$ cat src/rtl/bcd_digit_formatter_if.sv
// rtl/bcd_digit_formatter_if.sv - request handshake bundle for bcd_digit_formatter
//   value_i : unsigned binary value to convert (WIDTH bits)
//   valid_i : request; value_i is sampled when valid_i && ready_o
//   ready_o : converter idle and able to accept a value
interface bcd_digit_formatter_if #(
    parameter int WIDTH = 14
);
    logic [WIDTH-1:0] value_i;
    logic             valid_i;
    logic             ready_o;

    modport master (
        output value_i,
        output valid_i,
        input  ready_o
    );

    modport slave (
        input  value_i,
        input  valid_i,
        output ready_o
    );
endinterface

$ cat src/rtl/bcd_digit_formatter.sv
// rtl/bcd_digit_formatter.sv - sequential double-dabble binary to 4-digit BCD with blanking and 9999 clamp
//   clk_i, rst_i         : clock, synchronous active-high reset
//   req (slave)          : value_i / valid_i / ready_o request handshake
//   done_o               : one-cycle pulse when new digits first appear
//   overflow_o           : last accepted value exceeded 9999
//   digitN_i_o           : BCD digits (digit0 = ones), held between conversions
//   digitN_en_o          : digit enables for the 7-segment driver
module bcd_digit_formatter #(
    parameter int WIDTH    = 14,
    parameter bit BLANK_LZ = 1'b1
) (
    input  logic                 clk_i,
    input  logic                 rst_i,
    bcd_digit_formatter_if.slave req,
    output logic                 done_o,
    output logic                 overflow_o,
    output logic [3:0]           digit0_i_o,
    output logic [3:0]           digit1_i_o,
    output logic [3:0]           digit2_i_o,
    output logic [3:0]           digit3_i_o,
    output logic                 digit0_en_o,
    output logic                 digit1_en_o,
    output logic                 digit2_en_o,
    output logic                 digit3_en_o
);

    typedef enum logic [1:0] {
        IDLE  = 2'd0,
        SHIFT = 2'd1,
        LOAD  = 2'd2
    } state_t;

    localparam logic [4:0] CNT_INIT  = 5'(WIDTH);
    localparam logic [3:0] EN_RESET  = BLANK_LZ ? 4'b0001 : 4'b1111;

    state_t           state_q, state_d;
    logic [WIDTH-1:0] bin_q, bin_d;
    logic [15:0]      scratch_q, scratch_d;
    logic [4:0]       cnt_q, cnt_d;
    logic             ovf_q, ovf_d;
    logic [15:0]      digits_q, digits_d;
    logic [3:0]       en_q, en_d;
    logic             done_q, done_d;
    logic             overflow_q, overflow_d;

    logic             over;
    logic [WIDTH-1:0] clamped;
    logic [14:0]      adj;
    logic [3:0]       lz_en;

    // Values above 9999 can only exist when WIDTH >= 14; narrower inputs
    // get a constant-false clamp.
    if (WIDTH >= 14) begin : g_clamp
        localparam logic [WIDTH-1:0] MAXV = WIDTH'(9999);
        assign over    = (req.value_i > MAXV);
        assign clamped = over ? MAXV : req.value_i;
    end else begin : g_noclamp
        assign over    = 1'b0;
        assign clamped = req.value_i;
    end

    assign req.ready_o = (state_q == IDLE);

    // Add-3 correction. The top nibble never exceeds 9 (input is clamped),
    // so its corrected value always fits in 3 bits before the shift drops
    // the top bit anyway.
    always_comb begin
        adj = '0;
        for (int i = 0; i < 3; i++) begin
            adj[i*4 +: 4] = (scratch_q[i*4 +: 4] >= 4'd5) ? scratch_q[i*4 +: 4] + 4'd3
                                                           : scratch_q[i*4 +: 4];
        end
        adj[14:12] = scratch_q[14:12] + ((scratch_q[15:12] >= 4'd5) ? 3'd3 : 3'd0);
    end

    always_comb begin
        lz_en = 4'b1111;
        if (BLANK_LZ) begin
            lz_en[3] = (scratch_q[15:12] != 4'd0);
            lz_en[2] = (scratch_q[15:8]  != 8'd0);
            lz_en[1] = (scratch_q[15:4]  != 12'd0);
            lz_en[0] = 1'b1;
        end
    end

    always_comb begin
        state_d    = state_q;
        bin_d      = bin_q;
        scratch_d  = scratch_q;
        cnt_d      = cnt_q;
        ovf_d      = ovf_q;
        digits_d   = digits_q;
        en_d       = en_q;
        done_d     = 1'b0;
        overflow_d = overflow_q;
        case (state_q)
            IDLE: begin
                if (req.valid_i) begin
                    bin_d     = clamped;
                    scratch_d = '0;
                    cnt_d     = CNT_INIT;
                    ovf_d     = over;
                    state_d   = SHIFT;
                end
            end
            SHIFT: begin
                scratch_d = {adj, bin_q[WIDTH-1]};
                bin_d     = bin_q << 1;
                cnt_d     = cnt_q - 5'd1;
                if (cnt_q == 5'd1) begin
                    state_d = LOAD;
                end
            end
            LOAD: begin
                digits_d   = scratch_q;
                en_d       = lz_en;
                overflow_d = ovf_q;
                done_d     = 1'b1;
                state_d    = IDLE;
            end
            default: begin
                state_d = IDLE;
            end
        endcase
    end

    always_ff @(posedge clk_i) begin
        if (rst_i) begin
            state_q    <= IDLE;
            bin_q      <= '0;
            scratch_q  <= '0;
            cnt_q      <= '0;
            ovf_q      <= 1'b0;
            digits_q   <= '0;
            en_q       <= EN_RESET;
            done_q     <= 1'b0;
            overflow_q <= 1'b0;
        end else begin
            state_q    <= state_d;
            bin_q      <= bin_d;
            scratch_q  <= scratch_d;
            cnt_q      <= cnt_d;
            ovf_q      <= ovf_d;
            digits_q   <= digits_d;
            en_q       <= en_d;
            done_q     <= done_d;
            overflow_q <= overflow_d;
        end
    end

    assign done_o      = done_q;
    assign overflow_o  = overflow_q;
    assign digit0_i_o  = digits_q[3:0];
    assign digit1_i_o  = digits_q[7:4];
    assign digit2_i_o  = digits_q[11:8];
    assign digit3_i_o  = digits_q[15:12];
    assign digit0_en_o = en_q[0];
    assign digit1_en_o = en_q[1];
    assign digit2_en_o = en_q[2];
    assign digit3_en_o = en_q[3];

endmodule

$ cat src/flat_wrapper.sv
// flat-port wrapper written by rule: the top's interface ports become plain ports
module bcd_digit_formatter_flat 
#(
    parameter int WIDTH    = 14,
    parameter bit BLANK_LZ = 1'b1
)
  (clk_i, rst_i, done_o, overflow_o, digit0_i_o, digit1_i_o, digit2_i_o, digit3_i_o, digit0_en_o, digit1_en_o, digit2_en_o, digit3_en_o, req_value_i, req_valid_i, req_ready_o);
  bcd_digit_formatter_if #(.WIDTH(WIDTH)) req_i ();
  input  logic clk_i;
  input  logic rst_i;
  output logic done_o;
  output logic overflow_o;
  output logic [3:0] digit0_i_o;
  output logic [3:0] digit1_i_o;
  output logic [3:0] digit2_i_o;
  output logic [3:0] digit3_i_o;
  output logic digit0_en_o;
  output logic digit1_en_o;
  output logic digit2_en_o;
  output logic digit3_en_o;
  input wire logic [$bits(req_i.value_i)-1:0] req_value_i;
  input wire logic [$bits(req_i.valid_i)-1:0] req_valid_i;
  output wire logic [$bits(req_i.ready_o)-1:0] req_ready_o;
  assign req_i.value_i = req_value_i;
  assign req_i.valid_i = req_valid_i;
  assign req_ready_o = req_i.ready_o;
  bcd_digit_formatter #(.WIDTH(WIDTH), .BLANK_LZ(BLANK_LZ)) u_core (.clk_i(clk_i), .rst_i(rst_i), .req(req_i), .done_o(done_o), .overflow_o(overflow_o), .digit0_i_o(digit0_i_o), .digit1_i_o(digit1_i_o), .digit2_i_o(digit2_i_o), .digit3_i_o(digit3_i_o), .digit0_en_o(digit0_en_o), .digit1_en_o(digit1_en_o), .digit2_en_o(digit2_en_o), .digit3_en_o(digit3_en_o));
endmodule
$ cat config.mk
export PLATFORM = sky130hd
export DESIGN_NAME = bcd_digit_formatter_flat
export DESIGN_NICKNAME = d
export VERILOG_FILES = /design/src/rtl/bcd_digit_formatter_if.sv /design/src/rtl/bcd_digit_formatter.sv /design/src/flat_wrapper.sv
export SDC_FILE = /design/constraint.sdc
export NUM_CORES = 1
export LEC_CHECK = 0
export BUFFER_PORTS_ARGS = -buffer_cell sky130_fd_sc_hd__buf_4
export CAP_MARGIN = 5
export CORE_UTILIZATION = 45
export CTS_BUF_LIST = sky130_fd_sc_hd__clkbuf_4 sky130_fd_sc_hd__clkbuf_8
export DETAILED_ROUTE_END_ITERATION = 10
export HOLD_SLACK_MARGIN = 0.02
export PLACE_DENSITY = 0.79
export SYNTH_ARGS = -nofsm -noshare
export SYNTH_HDL_FRONTEND = slang
export SYNTH_SLANG_ARGS = --single-unit
$ cat constraint.sdc
create_clock -name clk_i -period 1.76 [get_ports clk_i]
set_input_delay 0.176 -clock clk_i [delete_from_list [all_inputs] [get_ports clk_i]]
set_output_delay 0.176 -clock clk_i [all_outputs]
set_load 0.1 [all_outputs]
After elaboration in Yosys (flattened, before gate mapping)
Cells that the tools add are included.
- bits in registers: 59
- bits of input ports: 17
- memory bits (writable): 0
- memories kept: 0
- latch bits: 0
- logic and storage cells: 47
- output and inout bits: 23
- ROM bits: 0
- add/subtract/negate cells: 5
- shifts and indexed selects: 0
- muxes and demuxes: 15
- bitwise operators: 0
- reduce and logical (&&, ||, !) cells: 8
- eq/ne operators: 5
- multiply operators: 0
- $lt $le $gt $ge: 5
- div/mod/pow operators: 0
- operators with widths (cell ; number):
    16-bit one-hot mux with 2 select lines ; 1
    14-bit two-way mux ; 2
    14-bit one-hot mux with 2 select lines ; 1
    4-bit by 3-bit >= comparator with 1-bit output (second input constant) ; 4
    16-bit two-way mux ; 1
    14-bit > comparator (second input constant) ; 1
    4-bit by 2-bit adder with 4-bit output (second input constant) ; 3
    4-bit two-way mux ; 3
    12-bit nonzero test ; 1
    5-bit one-hot mux with 2 select lines ; 1
    8-bit nonzero test ; 1
    2-bit two-way mux ; 3
    2-bit AND reduction ; 3
    5-bit by 1-bit == test with 1-bit output (second input constant) ; 1
    5-bit two-way mux ; 1
    5-bit by 1-bit subtractor with 5-bit output (second input constant) ; 1
    2-bit one-hot mux with 2 select lines ; 1
    4-bit nonzero test ; 1
    3-bit adder ; 1
    2-bit by 1-bit == test with 1-bit output (second input constant) ; 1
    2-bit == test (second input constant) ; 1
    2-bit zero test ; 1
    2-bit by 1-bit != test with 1-bit output (second input constant) ; 1
    2-bit != test (second input constant) ; 1
    2 further kinds ; 2

Logic depth before layout (Yosys ltp)
- word-level depth: 4
- depth in mapped cells: 7

Worst setup path after synthesis
Ideal clock, no wire load.
- path type: flip-flop to flip-flop
- from: register u_core.scratch_q[12]
- to: register u_core.scratch_q[15]
- period minus slack after synthesis: 1825 ps
- cell stages (with the launch flop): 8
- data arrival time: 1698 ps
- setup time: 128 ps
- path slack: -65 ps
- cell sequence: dfxtp_1 > or2_2 > a21o_1 > ha_1 > fa_1 > xor2_1 > a22oi_1 > nor2_1
- longest elaborated chain between the ends: 4
- RTL lines (what ; RTL line ; source):
    start, declared ; bcd_digit_formatter.sv:38 ; logic [15:0] scratch_q, scratch_d;
    start signal, assigned ; bcd_digit_formatter.sv:141 ; scratch_q <= scratch_d;
    4-bit by 3-bit >= comparator with 1-bit output ; bcd_digit_formatter.sv:73 ; adj[14:12] = scratch_q[14:12] + ((scratch_q[15:12] >= 4'd5) ? 3'd3 : 3'd0);
    2-bit two-way mux ; bcd_digit_formatter.sv:73 ;
    3-bit adder * ; bcd_digit_formatter.sv:73 ;
    16-bit one-hot mux with 2 select lines * ; bcd_digit_formatter.sv:96 ; case (state_q)
Mark *: on every way between the ends. The rest lies on a longest branch, timed or not.
A chain may end at the register's enable or synchronous reset.

Worst setup path after layout
Ends and elaborated chain as after synthesis.

==> reports/results.txt <==
Max cap viols: 0
First-pass GRT wire length: 9.29 mm
Outcome: finished clean
Number of synthesized register bits: 59
Startpoint Class: flop
Worst Path Buf+Inv: 0
HP Start: req_value_i[1]
Fin. max-slew vios: 0
I/O pin total: 40
H-tree depth: 3
Clock-pin slew on the worst setup and hold paths: 0.07 ns
Syn Inst Count: 296
VDD IR max: 0.000581 V
Crit path time final: 1.74 ns
Synth top area share: 46.4%
Vias in the first global route: 2,078
Critical Path Sink Type: flop
Reg2reg start: u_core.scratch_q[12]
Max incr delay on CP: 0.33 ns
Post-layout util: 57.8%
DRT Pass-1 Iters: 4
Largest net degree at the start of global routing: 28
Overflow after GRT: 0
Avg Cell Area, Syn: 8.60 sq um
# diodes: 0
Power Density: 933 mW/mm^2
Post-route clock period utilization: 98.8%
Core Rows: 27
Final setup fails: 0
Setup Skew: 0.00784 ns
Clock Latency Late Sink: 0.34 ns
Via/cell ratio: 5.27
DRT iter0 DRCs: 118
Post-Route WL: 5.43 mm
Syn nets: 325
Cell Chain, Critical Path: or2_2 -> a21o_1 -> ha_2 -> fa_2 -> xor2_1 -> a22oi_1 -> nor2_1
Clk buf depth: 2
Mapped cell area: 0.00254 sq mm
GP Congestion: 0.778
Crit path max fanout: 2
Drt wl/cell: 12.9 um
RSZ-0062 raised after global routing: true
Final hold violation count: 0
Antenna viol nets, final: 0
Area added between synthesis and finish: 24.4%
Hold Path Class: input port to flop
Via count: 2,209
Critical path depth: 7
Clock Sinks: 59
Leak: 1.29 nW
YS warnings: 0
R2R Setup Slk: 0.02 ns
Worst reg2reg path depth: 7
WS Path Type: flop to flop
Detailed placement HPWL: 3.80 mm
CTS Hold Bufs: 0
CTS tree: done
Core area: 0.00547 sq mm
Critical path's slowest cell: fa_2
Hold EP: u_core.bin_q[1]
Sequential area share after synthesis: 46.4%
Clock root cell: clkbuf_8
IO Port Bufs: 38
Delay-heaviest family, CP: adder cells
Worst Tran Pin Value: 0.634 ns
Max Fclk: 575 MHz
Cts bufs inserted: 9
WP data arrival: 1.96 ns
Critical Path RT: 1.98 ns
Starting Density: 46.5%
Synth area leaders: dfxtp_1 46%, nand2_1 6.3%, a21oi_1 6.3%, nor2_1 5.8%, ha_1 5.4%
Share of post-route cells with drive strength above 1: 22.5%
Total Routing Usage GR: 19.8%
Non-Filler Instances: 419
Fin Hold WS: 0.0989 ns
Final net count: 371
Hold Crit Depth: 2
DRC Markers: 0
Chip width: 77.2 um
Reg2reg end: u_core.scratch_q[15]
Setup TNS: 0 ns
Placed cell count: 403
Count of cell types in the netlist: 43
Initial antenna violation count: 0
Die footprint: 0.00596 sq mm
Synth area leader: dfxtp_1
Relative slew slack: 57.6%
Die Y-Extent: 77.2 um
## layout make-up
type	count	area, sq um
Tap cell	72	90.1
Timing Repair Buffer	53	398
Multi-Input combinational cell	210	1260
Clock buffer	11	145
Inverter	9	33.8
Fill cell	511	2310
Clock inverter	5	52.6
Sequential cell	59	1180
## flip-flops by register name, summed over array words and instances (netlist names)
name / count
u_core.digits_q: 16
u_core.en_q: 3
u_core.done_o: 1
u_core.bin_q: 14
u_core.state_q: 2
u_core.ovf_q: 1
u_core.scratch_q: 16
u_core.cnt_q: 5
u_core.overflow_o: 1
## where the power goes
group | internal [mW] | total, mW | switching (mW)
logic | 0.123 | 0.308 | 0.185
registers | 1.38 | 1.41 | 0.0302
clock network | 0.700 | 1.23 | 0.532
## how the worst max path moves through the flow
stage | from | to | slack [ns]
after floorplan | u_core.scratch_q[13] | u_core.scratch_q[15] | -0.01
after global placement | u_core.scratch_q[12] | u_core.scratch_q[15] | 0.02
after detailed placement | u_core.scratch_q[12] | u_core.scratch_q[15] | -0.007
after CTS | u_core.scratch_q[12] | u_core.scratch_q[15] | 0.0006
after global routing | u_core.scratch_q[12] | u_core.scratch_q[15] | -0.07
final | u_core.scratch_q[12] | u_core.scratch_q[15] | 0.02
## synthesized netlist by cell type
| cell type | count |
|---|---|
| a22o_1 | 9 |
| a21o_1 | 1 |
| xnor2_1 | 4 |
| o21a_1 | 1 |
| mux2i_1 | 3 |
| and2b_1 | 1 |
| dfxtp_1 | 59 |
| and4_1 | 2 |
| nand3b_1 | 1 |
| buf_4 | 1 |
| a22oi_1 | 3 |
| nor4_1 | 5 |
| nor3_1 | 8 |
| o41a_1 | 1 |
| o31ai_1 | 2 |
| a311oi_1 | 1 |
| o21ai_0 | 5 |
| nand3_1 | 7 |
| nand2b_1 | 5 |
| or2_4 | 2 |
| clkbuf_1 | 15 |
| and2_1 | 1 |
| buf_1 | 1 |
| fa_1 | 1 |
| inv_1 | 9 |
| buf_2 | 1 |
| o211ai_1 | 1 |
| ha_1 | 11 |
| nor2b_1 | 1 |
| xor2_1 | 4 |
| or2_2 | 1 |
| a211oi_1 | 2 |
| a222oi_1 | 4 |
| o21bai_1 | 1 |
| a221oi_1 | 1 |
| nand2_1 | 43 |
| o221a_1 | 3 |
| mux2_2 | 1 |
| conb_1 | 1 |
| o21ba_2 | 1 |
| a21oi_1 | 32 |
| or3b_4 | 1 |
| nor2_1 | 39 |
## placed cells by master, fill, tap and decap left out, types with 2 or more instances in the layout
cell	count
a211oi_1	2
a21oi_1	32
a222oi_1	4
a22o_1	9
a22oi_1	3
and4_1	2
buf_4	53
clkbuf_8	10
clkinv_2	3
dfxtp_1	59
ha_1	10
inv_1	9
mux2i_1	3
nand2_1	43
nand2b_1	5
nand3_1	7
nor2_1	38
nor3_1	8
nor4_1	5
o21ai_0	5
o221a_1	3
o31ai_1	2
or2_4	2
xnor2_1	4
xor2_1	4
## per-stage QoR
step                instance area [sq um]  worst slack (ns)  power (mW)
floorplan                            2550           -0.0118        1.65
global placement                     2970            0.0203        1.74
detailed placement                   2970          -0.00719        1.75
CTS                                  3170          0.000586        2.97
global route                         3170           -0.0707        3.07
finish                               3170            0.0210        2.95
## cells by family after synthesis
group                    share of synthesized area [%]
multiplexers                                      1.62
other                                            0.147
adder cells (fa/ha/maj)                           6.19
AND/OR/NAND/NOR                                   20.6
buffers and inverters                             4.18
flip-flops                                        46.4
XOR/XNOR                                          2.75
AO/OA/AOI/OAI                                     18.0
## metal layers
layer | GRT usage [%] | wire, um | vias to the layer above
met1 | 22.9 | 2400 | 1040
met3 | 7.50 | 265 | 8
met5 | 0 | 0 | -
li1 | - | - | 1107
met4 | 7.17 | 91 | 0
met2 | 33.3 | 2670 | 54
## timing repair
item | CTS | global route
hold endpoints to repair | 0 | 0
gates resized for setup | 1 | 0
pin swaps | 0 | 1
endpoints found under the setup margin | 1 | 1
buffers inserted | 0 | 0
Note: power is estimated with default switching activity, not from simulation.
